File: src/rtl/cpu_decode_q.sv
// cpu_decode_q: decodes moxie opcodes at enqueue and buffers them in a DEPTH-entry FIFO for execute
module cpu_decode_q #(
   parameter int DEPTH = 4,
   parameter int PC_W  = 32,
   parameter int OFS_W = 10
) (
   input  logic                         clk_i,
   input  logic                         rst_i,
   input  logic                         flush_i,
   input  logic                         valid_i,
   output logic                         ready_o,
   input  logic [15:0]                  opcode_i,
   input  logic [31:0]                  operand_i,
   input  logic [PC_W-1:0]              PC_i,
   output logic                         valid_o,
   input  logic                         ready_i,
   output logic [6:0]                   op_o,
   output logic [3:0]                   riA_o,
   output logic [3:0]                   riB_o,
   output logic [31:0]                  operand_o,
   output logic [OFS_W-1:0]             pcrel_offset_o,
   output logic                         illegal_o,
   output logic [PC_W-1:0]              PC_o,
   output logic [$clog2(DEPTH+1)-1:0]   count_o
);
   localparam int AW = $clog2(DEPTH);
   localparam int CW = $clog2(DEPTH+1);
   localparam logic [CW-1:0] FULL = CW'(DEPTH);
   typedef struct packed {
      logic [6:0]       op;
      logic [3:0]       ria;
      logic [3:0]       rib;
      logic [31:0]      operand;
      logic [OFS_W-1:0] ofs;
      logic             ill;
      logic [PC_W-1:0]  pc;
   } entry_t;
   entry_t mem [DEPTH];
   entry_t dec, head, hold, cur;
   logic [AW-1:0] wr_ptr, rd_ptr;
   logic [CW-1:0] count;
   logic [5:0] o6;
   logic [3:0] cc;
   logic f1_ill, f1_opd, push, pop;
   assign o6     = opcode_i[13:8];
   assign cc     = opcode_i[13:10];
   assign f1_ill = (o6 >= 6'h0F && o6 <= 6'h18) || o6 >= 6'h3A;
   assign f1_opd = o6 inside {6'h01, 6'h03, 6'h08, 6'h09, 6'h1A};
   always_comb begin
      dec         = '0;
      dec.pc      = PC_i;
      dec.ofs     = opcode_i[OFS_W-1:0];
      dec.rib     = opcode_i[3:0];
      dec.ria     = opcode_i[15] ? opcode_i[11:8] : opcode_i[7:4];
      case (opcode_i[15:14])
         2'b00: begin
            dec.ill     = f1_ill;
            dec.op      = f1_ill ? 7'h7F : {1'b0, o6};
            dec.operand = f1_opd ? operand_i : 32'h0;
         end
         2'b01: begin
            dec.ill = 1'b1;
            dec.op  = 7'h7F;
         end
         2'b10: begin
            dec.op      = {5'b10000, opcode_i[13:12]};
            dec.operand = {24'h0, opcode_i[7:0]};
         end
         default: begin
            dec.ill = cc > 4'd9;
            dec.op  = (cc > 4'd9) ? 7'h7F : {3'b101, cc};
         end
      endcase
   end
   assign valid_o = count != '0;
   assign ready_o = rst_i && count != FULL && !flush_i;
   assign push    = valid_i && ready_o;
   assign pop     = valid_o && ready_i;
   assign head    = mem[rd_ptr];
   assign cur     = valid_o ? head : hold;
   assign op_o           = valid_o ? head.op : 7'h00;
   assign illegal_o      = valid_o && head.ill;
   assign riA_o          = cur.ria;
   assign riB_o          = cur.rib;
   assign operand_o      = cur.operand;
   assign pcrel_offset_o = cur.ofs;
   assign PC_o           = cur.pc;
   assign count_o        = count;
   always_ff @(posedge clk_i) begin
      if (push) mem[wr_ptr] <= dec;
   end
   // hold tracks the visible head so an empty queue keeps showing the last entry read
   always_ff @(posedge clk_i or negedge rst_i) begin
      if (!rst_i) begin
         count  <= '0;
         wr_ptr <= '0;
         rd_ptr <= '0;
         hold   <= '0;
      end else begin
         if (valid_o) hold <= head;
         if (flush_i) begin
            count  <= '0;
            wr_ptr <= '0;
            rd_ptr <= '0;
         end else begin
            if (push) wr_ptr <= wr_ptr + AW'(1);
            if (pop) rd_ptr <= rd_ptr + AW'(1);
            count <= count + CW'(push) - CW'(pop);
         end
      end
   end
endmodule

File: config.mk
export PLATFORM = sky130hd
export DESIGN_NAME = cpu_decode_q
export DESIGN_NICKNAME = d
export VERILOG_FILES = /design/src/rtl/cpu_decode_q.sv
export SDC_FILE = /design/constraint.sdc
export NUM_CORES = 1
export LEC_CHECK = 0
export ABC_AREA = 1
export CORE_MARGIN = 1.5
export CORE_UTILIZATION = 56
export CTS_CLUSTER_DIAMETER = 30
export DETAILED_ROUTE_END_ITERATION = 10
export PLACE_DENSITY = 0.85
export SLEW_MARGIN = 20
export SYNTH_ARGS = -nofsm -noshare
export SYNTH_HDL_FRONTEND = slang
export SYNTH_SLANG_ARGS = --single-unit
File: constraint.sdc
create_clock -name clk_i -period 6.29 [get_ports clk_i]
set_input_delay 0.9435 -clock clk_i [delete_from_list [all_inputs] [get_ports clk_i]]
set_output_delay 0.9435 -clock clk_i [all_outputs]
set_load 0.01 [all_outputs]
**Yosys cells after proc, flatten, opt, wreduce, memory -nomap -nowiden**

Memories as Yosys holds them, arrays and structs flattened.
Index checks and enable logic that the tools add are counted.

- Output and inout port bits: 95
- Logic and storage cells: 55
- RAM bits: 360
- Memories: 1
- Input bits: 85
- Bits in registers: 90

Memory list:

| name | words | bits a word | read ports | clocked after Yosys merged registers in | write ports | RTL line | source |
|---|---|---|---|---|---|---|---|
| mem | 4 | 90 | 1 | 0 | 1 | 38 | `entry_t mem [DEPTH];` |

- Mux-type cells: 16
- Add/sub/neg operators: 4
- Reductions and logical operators: 13
- Order comparisons: 4
- Equality and inequality tests: 8

Operators with widths:

| operator | count |
|---|---|
| $mux 83 | 1 |
| $pmux 32 s2 | 1 |
| $mux 32 | 1 |
| $pmux 7 s3 | 1 |
| $mux 7 | 2 |
| $eq 6x4->1 const B | 2 |
| $mux 2 | 4 |
| $eq 6x1->1 const B | 1 |
| $eq 6x2->1 const B | 1 |
| $eq 6x5->1 const B | 1 |
| $ge 6x4->1 const B | 1 |
| $ge 6x6->1 const B | 1 |
| $le 6x5->1 const B | 1 |
| $logic_and 1x1->1 | 6 |
| $mux 6 | 1 |
| $reduce_bool 5->1 | 1 |
| $add 2x1->2 const B | 2 |
| $gt 4x4->1 const B | 1 |
| $mux 4 | 1 |
| $reduce_bool 2->1 | 2 |
| $add 3x1->3 | 1 |
| $mux 3 | 1 |
| $ne 3x3->1 const B | 1 |
| $pmux 1 s3 | 1 |
| 8 further kinds | 9 |

**Longest topological paths before layout**

Gate-level depths: netlist of run 1.

- Depth in word-level cells: 7
- Gate-level depth with buffers: 12
- Mapped depth without buffers: 11

**Worst setup path before layout of run 1**

Ideal clock, no wire load.

- Kind: input-to-reg
- Start point: in flush_i
- End point: mem mem[0][0] (netlist bit) (enable)
- Data required time: 5.758 ns
- Arrival: 5.177 ns
- Path buffers: 0
- Setup time: 0.532 ns
- Stages on the path: 5
- Slack: 0.581 ns
- Cells stage by stage: inv_1 > nand2_1 > a21oi_1 > nand2_2 > nor2_1

- Cells in the longest elaborated chain, start to end: 5

RTL lines:

| element | RTL line | source |
|---|---|---|
| start: declaration | 9 | `input logic flush_i,` |
| $logic_not 1->1 | 76 | `assign ready_o = rst_i && count != FULL && !flush_i;` |
| $logic_and 1x1->1 | 76 |  |
| net ready_o | 11 | `output logic ready_o,` |
| $logic_and 1x1->1 | 77 | `assign push = valid_i && ready_o;` |
| $mux 1 | 90 | `if (push) mem[wr_ptr] <= dec;` |
| $mux 1 (not written as such) | 90 |  |
| end: declaration | 38 |  |

The timed path passes the listed nets, and every way through them passes these cells.

**Worst setup path in the final report of run 1**

- Start point: reg rd_ptr[0]
- End point: out PC_o[7]

- Cells in the longest elaborated chain, start to end: 2

RTL lines:

| element | RTL line | source |
|---|---|---|
| start: declaration | 40 | `logic [AW-1:0] wr_ptr, rd_ptr;` |
| start signal: assignment | 107 | `if (pop) rd_ptr <= rd_ptr + AW'(1);` |
| $mem_v2 4x90 | n/a |  |
| $mux 83 | n/a |  |
| end: declaration | 23 | `output logic [PC_W-1:0] PC_o,` |

No other way between the ends.

==> results of run 1 <==
## metrics by stage
stage | power (mW) | setup WS [ns] | instances | cell area, um2
floorplan | 5.03 | 0.581 | 1369 | 16900
global placement | 6.28 | 2.13 | 1873 | 18900
detailed placement | 6.36 | 2.04 | 1873 | 18900
CTS | 10.4 | 1.30 | 2012 | 21500
global route | 10.8 | 1.17 | 2014 | 21500
finish | 10.4 | 1.37 | 2016 | 21500
## cell families after synthesis
family | synth area share
simple gates | 0.121
flops | 0.744
compound gates | 0.0922
buf+inv | 0.0323
fa+ha+maj | 0.00860
xor+xnor | 0.00104
## cell type report
cell class	instances	area, um2
antenna	4	10.0
clock buffer	80	1930
clock inverter	59	641
fill	1796	8160
inverter	33	130
multi-input combinational	824	3800
sequential	433	12600
tap	390	488
timing repair buffer	193	1920
## power groups by stage
stage               Sequential [mW]  Combinational [mW]  Clock [mW]
floorplan                      3.56                1.47           0
global placement               3.62                2.66           0
detailed placement             3.64                2.72           0
CTS                            3.59                2.77        4.08
global route                   3.62                2.99        4.22
finish                         3.59                2.76        4.04
## flip-flops by register name, summed over array words and instances (netlist names)
name and flops:
rd_ptr 2, mem 344, count_o 3, hold 82
wr_ptr 2
## routing by layer
metal,global-route usage,up-vias,share of wire
met4,0.122,0,0.031
met2,0.454,551,0.51
met1,0.322,5625,0.38
met3,0.0536,99,0.077
li1,-,5221,-
met5,0,-,0
## worst register-to-register path, delay by kind of cell (launching register included)
kind / cells / cell delay, ns
buf+inv: 4 / 1.12
flops: 1 / 0.45
xor+xnor: 1 / 0.17
fa+ha+maj: 3 / 0.73
simple gates: 4 / 0.99
## worst max-delay path by stage
stage | cells after the start | start | endpoint | slack [ns]
2_1_floorplan | 5 | flush_i | mem[0][0] | 0.58
3_3_place_gp | 5 | rd_ptr[0] | riA_o[1] | 2.13
3_5_place_dp | 5 | rd_ptr[0] | riA_o[3] | 2.04
4_1_cts | 6 | rd_ptr[0] | PC_o[7] | 1.30
5_1_grt | 6 | rd_ptr[0] | PC_o[7] | 1.17
6_report | 6 | rd_ptr[0] | PC_o[7] | 1.37
## cell usage in the layout, fill, tap and decap left out, drive strengths merged, types with 4 or more instances in the layout
cell,Yosys,final
nor2,428,428
edfxtp,344,344
o21ai,190,190
clkdlybuf4s50,0,178
dfrtp,89,89
clkbuf,23,80
a31oi,74,74
nand2,61,61
inv,33,56
and2,24,24
clkinv,0,19
a21oi,17,17
buf,56,15
clkinvlp,0,11
ha,10,10
nand3,6,6
bufinv,0,6
diode,0,4
o22ai,4,4
nor3,4,4
==> run_results.csv, run 1 <==
group,metric,value,unit
run_status,status,"finished, final reports clean",
sta,skew,0.0261,ns
power_and_ir_drop,seq_power_share,0.346,
synth,yosysMostFrequentCell,"nor2_1",
synth,synthFlopType,"edfxtp_1",
worst_setup_path,critPathArrivalTime,3.98,ns
worst_setup_path,cp-end-kind,"output pin",
global_routing,track_usage,0.264,
worst_setup_path,crit_path_max_fanout,94,
global_routing,grt_max_degree,128,
synth,ys_warn_count,0,
cts,clk_pin_slew,0.05,ns
synth,synthArstFlopShare,0.206,
hold_path,hp-class,"in -> async",
sta,clock.fmax,0.203,GHz
synth,ys_types,29,
cts,postCtsSetupRepairBufs,0,
synth,ys_seq_elements,433,
cts,cts.path.max_buffers,3,
cts,cts-htree-levels,3,
die,io_pins,180,
synth,synth_edf_count,344,
cells_and_area,nets,1656,
synth,seq_area_frac_synth,0.744,
die,initial_core_util,0.569,
global_routing,grt_pass1_vias,11900,
global_routing,grt_pass1_wl,62900,um
sta,rsz0062_at_grt,"false",
synth,syn_area_per_cell,12.3,um2
die,dieArea,31200,um2
detailed_routing,wl_per_cell,20.1,um
synth,netlist_area,16900,um2
cts,numCtsBuffers,75,
cts,cts_tree,"done",
synth,synth_area_leaders,"edfxtp_1 61%, dfrtp_1 13%, nor2_1 9.5%, o21ai_0 5.4%, a31oi_1 2.7%",
worst_setup_path,cp_slowest_stage_delay,1.00,ns
sta,timing.hold.ws,0.411,ns
power_and_ir_drop,p_sw,3.23,mW
synth,synthTopCellsByCount,"428 x nor2_1, 344 x edfxtp_1, 183 x o21ai_0",
flow_run,drv_cap,0,
global_routing,grt_overflow,0,
worst_setup_path,start_kind,"flop",
sta,slew_viol_final,0,
place,hpwl,21300,um
sta,slew-limit-headroom,0.225,
worst_setup_path,reg2reg_slack,2.70,ns
detailed_routing,routed_via_density,5.70,
power_and_ir_drop,p_per_area,484,nW/um2
detailed_routing,dr.first_iter.drc_count,1182,
sta,finalHoldViolCount,0,
synth,synthCells,1369,
worst_setup_path,crit_chain,"buf_4 -> nor2_1 -> nor2_1 -> o21ai_0 -> a31oi_1 -> clkdlybuf4s50_1",
power_and_ir_drop,power_report.internal_total,7.17,mW
cts,holdBufCountCts,0,
cts,cts_sinks,433,
sta,setup_viol,0,
die,core,29600,um2
place,routabilityCongestion,0.791,
detailed_routing,postRouteAntennaNets,0,
die,rows,63,
power_and_ir_drop,pwr-share-clk,0.389,
synth,netlist.area_leader.share,0.612,
worst_setup_path,crit_family,"buffers and inverters",
detailed_routing,firstDrtPassIters,6,
worst_setup_path,reg2reg_from,"count_o[1]",
worst_setup_path,rr_worst_depth,12,
worst_setup_path,required,5.35,ns
power_and_ir_drop,switching_share,0.311,
cells_and_area,fin_util,0.725,
cells_and_area,drive_gt1_frac,0.101,
global_routing,antenna_found_initial,5,
cts,cts_resized,0,
power_and_ir_drop,combPwrFrac,0.265,
cts,cts_root_buffer,"clkbuf_16",
place,port_buffers,179,
detailed_routing,routed-via-count,11500,
power_and_ir_drop,leakagePower,7.79,nW
die,die-height,177,um
power_and_ir_drop,ir_drop,0.000310,V
worst_setup_path,critPathKind,"reg -> out",
detailed_routing,wirelength,40500,um
synth,synth_nets,1465,
worst_setup_path,crit_slowest_cell,"dfrtp_4",
die,die_w,177,um
sta,fin_crit,4.92,ns
sta,period_share,0.783,
sta,tightest_slew,1.16,ns
worst_setup_path,path_buf_inv,2,
cts,clock_latency,0.57,ns
worst_setup_path,crit_top_cell,"nor2_1",
synth,synth_largest_area_cell,"edfxtp_1",
worst_setup_path,r2r_end,"count_o[2]",
cells_and_area,syn2layout_area_growth,27.4,%
sta,tns,0,ns
detailed_routing,drc_errors,0,
(Power assumes the default switching activity.)
==> run 2: changes to the inputs <==
CORE_UTILIZATION = 51   (was 56)
PLACE_DENSITY = 0.82   (was 0.85)
clock period = 4 ns   (was 6.29 ns; I/O delays follow)
==> run_results.csv, run 2 (synthesized netlist as in run 1, its figures left out) <==
group,metric,value,unit
cells_and_area,multi_input_area,3800,um2
sta,rsz0062_at_grt,"false",
global_routing,grt_pass1_wl,63400,um
die,core,32500,um2
worst_setup_path,reg2reg_from,"count_o[1]",
cells_and_area,largest_register,"mem",
global_routing,grt_max_degree,126,
worst_setup_path,required,3.40,ns
place,postPlaceCellArea,19100,um2
cts,holdBufCountCts,0,
die,initial_core_util,0.518,
detailed_routing,firstDrtPassIters,5,
worst_setup_path,cp-end-kind,"output pin",
global_routing,track_usage,0.246,
worst_setup_path,rr_worst_depth,12,
die,die-height,185,um
cts,cts_tree,"done",
power_and_ir_drop,leakagePower,8.03,nW
sta,skew,0.0248,ns
worst_setup_path,critPathKind,"reg -> out",
cts,cts_root_buffer,"clkbuf_16",
worst_setup_path,endpoint,"operand_o[12]",
worst_setup_path,cp_slowest_stage_delay,0.61,ns
cells_and_area,stdcell_count,2086,
cells_and_area,final_common_cell,"nor2_1",
hold_path,hp-class,"in -> async",
cts,numCtsBuffers,82,
worst_setup_path,startpoint,"count_o[1]",
worst_setup_path,crit_cells,6,
sta,slew-limit-headroom,0.482,
flow_run,drv_cap,0,
global_routing,antenna_found_initial,6,
cts,clock_latency,0.59,ns
worst_setup_path,critPathArrivalTime,3.10,ns
sta,setup_viol,0,
run_status,status,"finished, final reports clean",
cells_and_area,drive_gt1_frac,0.107,
detailed_routing,routed-via-count,11500,
cts,cts.path.max_buffers,3,
global_routing,grt_pass1_vias,12000,
worst_setup_path,crit_path_max_fanout,125,
cts,cts_resized,0,
cts,postCtsSetupRepairBufs,0,
worst_setup_path,crit_slowest_cell,"clkdlybuf4s50_1",
place,dp.cells,1930,
power_and_ir_drop,ir_drop,0.000440,V
place,port_buffers,179,
cells_and_area,syn2layout_area_growth,30.7,%
worst_setup_path,r2r_end,"count_o[2]",
place,routabilityCongestion,0.795,
sta,fin_crit,3.70,ns
sta,period_share,0.924,
worst_setup_path,path_buf_inv,2,
cells_and_area,seq_area,12600,um2
sta,slew_viol_final,0,
worst_setup_path,reg2reg_slack,1.20,ns
detailed_routing,routed_via_density,5.50,
die,dieArea,34200,um2
worst_setup_path,crit_chain,"nor2_1 -> nand2_4 -> buf_12 -> nor2_1 -> a31oi_1 -> clkdlybuf4s50_1",
sta,finalHoldViolCount,0,
worst_setup_path,crit_family,"buffers and inverters",
cells_and_area,largest_register_ff_count,344,
place,hpwl,22200,um
worst_setup_path,start_kind,"flop",
global_routing,grt_overflow,0,
die,die_w,185,um
detailed_routing,wirelength,41100,um
detailed_routing,drc_errors,0,
cts,cts-htree-levels,3,
cells_and_area,final_cell_mix,"424 x nor2_1, 344 x edfxtp_1, 183 x o21ai_0, 178 x clkdlybuf4s50_1, 87 x dfrtp_1",
power_and_ir_drop,p_per_area,781,nW/um2
sta,tightest_slew,0.775,ns
worst_setup_path,crit_top_cell,"nor2_1",
cells_and_area,fill_cells,2227,
cts,cts_sinks,433,
detailed_routing,dr.first_iter.drc_count,1073,
cts,clk_pin_slew,0.05,ns
die,rows,66,
die,io_pins,180,
detailed_routing,wl_per_cell,19.7,um
cells_and_area,final_area,22100,um2
detailed_routing,postRouteAntennaNets,0,
cells_and_area,nets,1668,
sta,tns,0,ns
sta,clock.fmax,0.271,GHz
## run 2: changes by cell type in the layout (fill, tap and decap cells not counted), moves of 5 or more
cell | previous run | this run
clkbuf_16 | 76 | 82
clkinv_2 | 5 | 11
clkbuf_1 | 3 | 10
bufinv_16 | 6 | 14
inv_6 | 20 | 10
buf_12 | 2 | 10
clkinv_4 | 9 | 4
inv_8 | 5 | 0
## run 2: routing by layer
| metal | vias to the layer above | share of wire | global-route usage |
|---|---|---|---|
| met5 | - | 0.00022 | 0 |
| met4 | 2 | 0.027 | 0.105 |
| met3 | 91 | 0.082 | 0.0617 |
| met2 | 504 | 0.51 | 0.422 |
| met1 | 5631 | 0.38 | 0.295 |
| li1 | 5245 | - | - |
## run 2: worst min-delay path by stage
stage / startpoint / cells past startpoint / endpoint
6_report: rst_i / 2 / hold[35]
4_1_cts: rst_i / 2 / hold[3]
3_3_place_gp: hold[34] / 2 / hold[34]
5_1_grt: rst_i / 2 / hold[35]
2_1_floorplan: rst_i / 0 / count_o[0]
3_5_place_dp: hold[78] / 2 / hold[78]
## run 2: per-stage QoR
step | total power, mW | setup WS [ns] | utilization | hold slack [ns]
CTS | 17.3 | 0.356 | 0.678 | 0.194
global placement | 9.97 | 0.985 | 0.587 | 0.462
floorplan | 7.91 | -1.37 | - | 0.304
detailed placement | 10.1 | 0.782 | 0.587 | 0.466
global route | 18.0 | 0.177 | 0.678 | 0.218
finish | 17.2 | 0.304 | 0.678 | 0.191
## run 2: area by class of cell
| class | count | area share |
|---|---|---|
| timing repair buffer | 198 | 0.0933 |
| inverter | 33 | 0.00584 |
| clock inverter | 56 | 0.0353 |
| multi-input combinational | 824 | 0.172 |
| antenna | 3 | 0.000340 |
| clock buffer | 97 | 0.0979 |
| sequential | 433 | 0.570 |
| tap | 442 | 0.0251 |
## run 2: power breakdown
part / internal [mW] / switching, mW / leakage (nW) / total, mW
logic: 1.92 / 2.59 / 2.48 / 4.51
registers: 5.41 / 0.165 / 4.13 / 5.57
clock network: 4.82 / 2.33 / 1.41 / 7.15
total: 12.1 / 5.09 / 8.03 / 17.2
==> run 3: changes to the inputs <==
GPL_TIMING_DRIVEN = 1   (was not set)
==> results of run 3 <==
The final DEF is identical to that of run 2; final timing and power are the same.
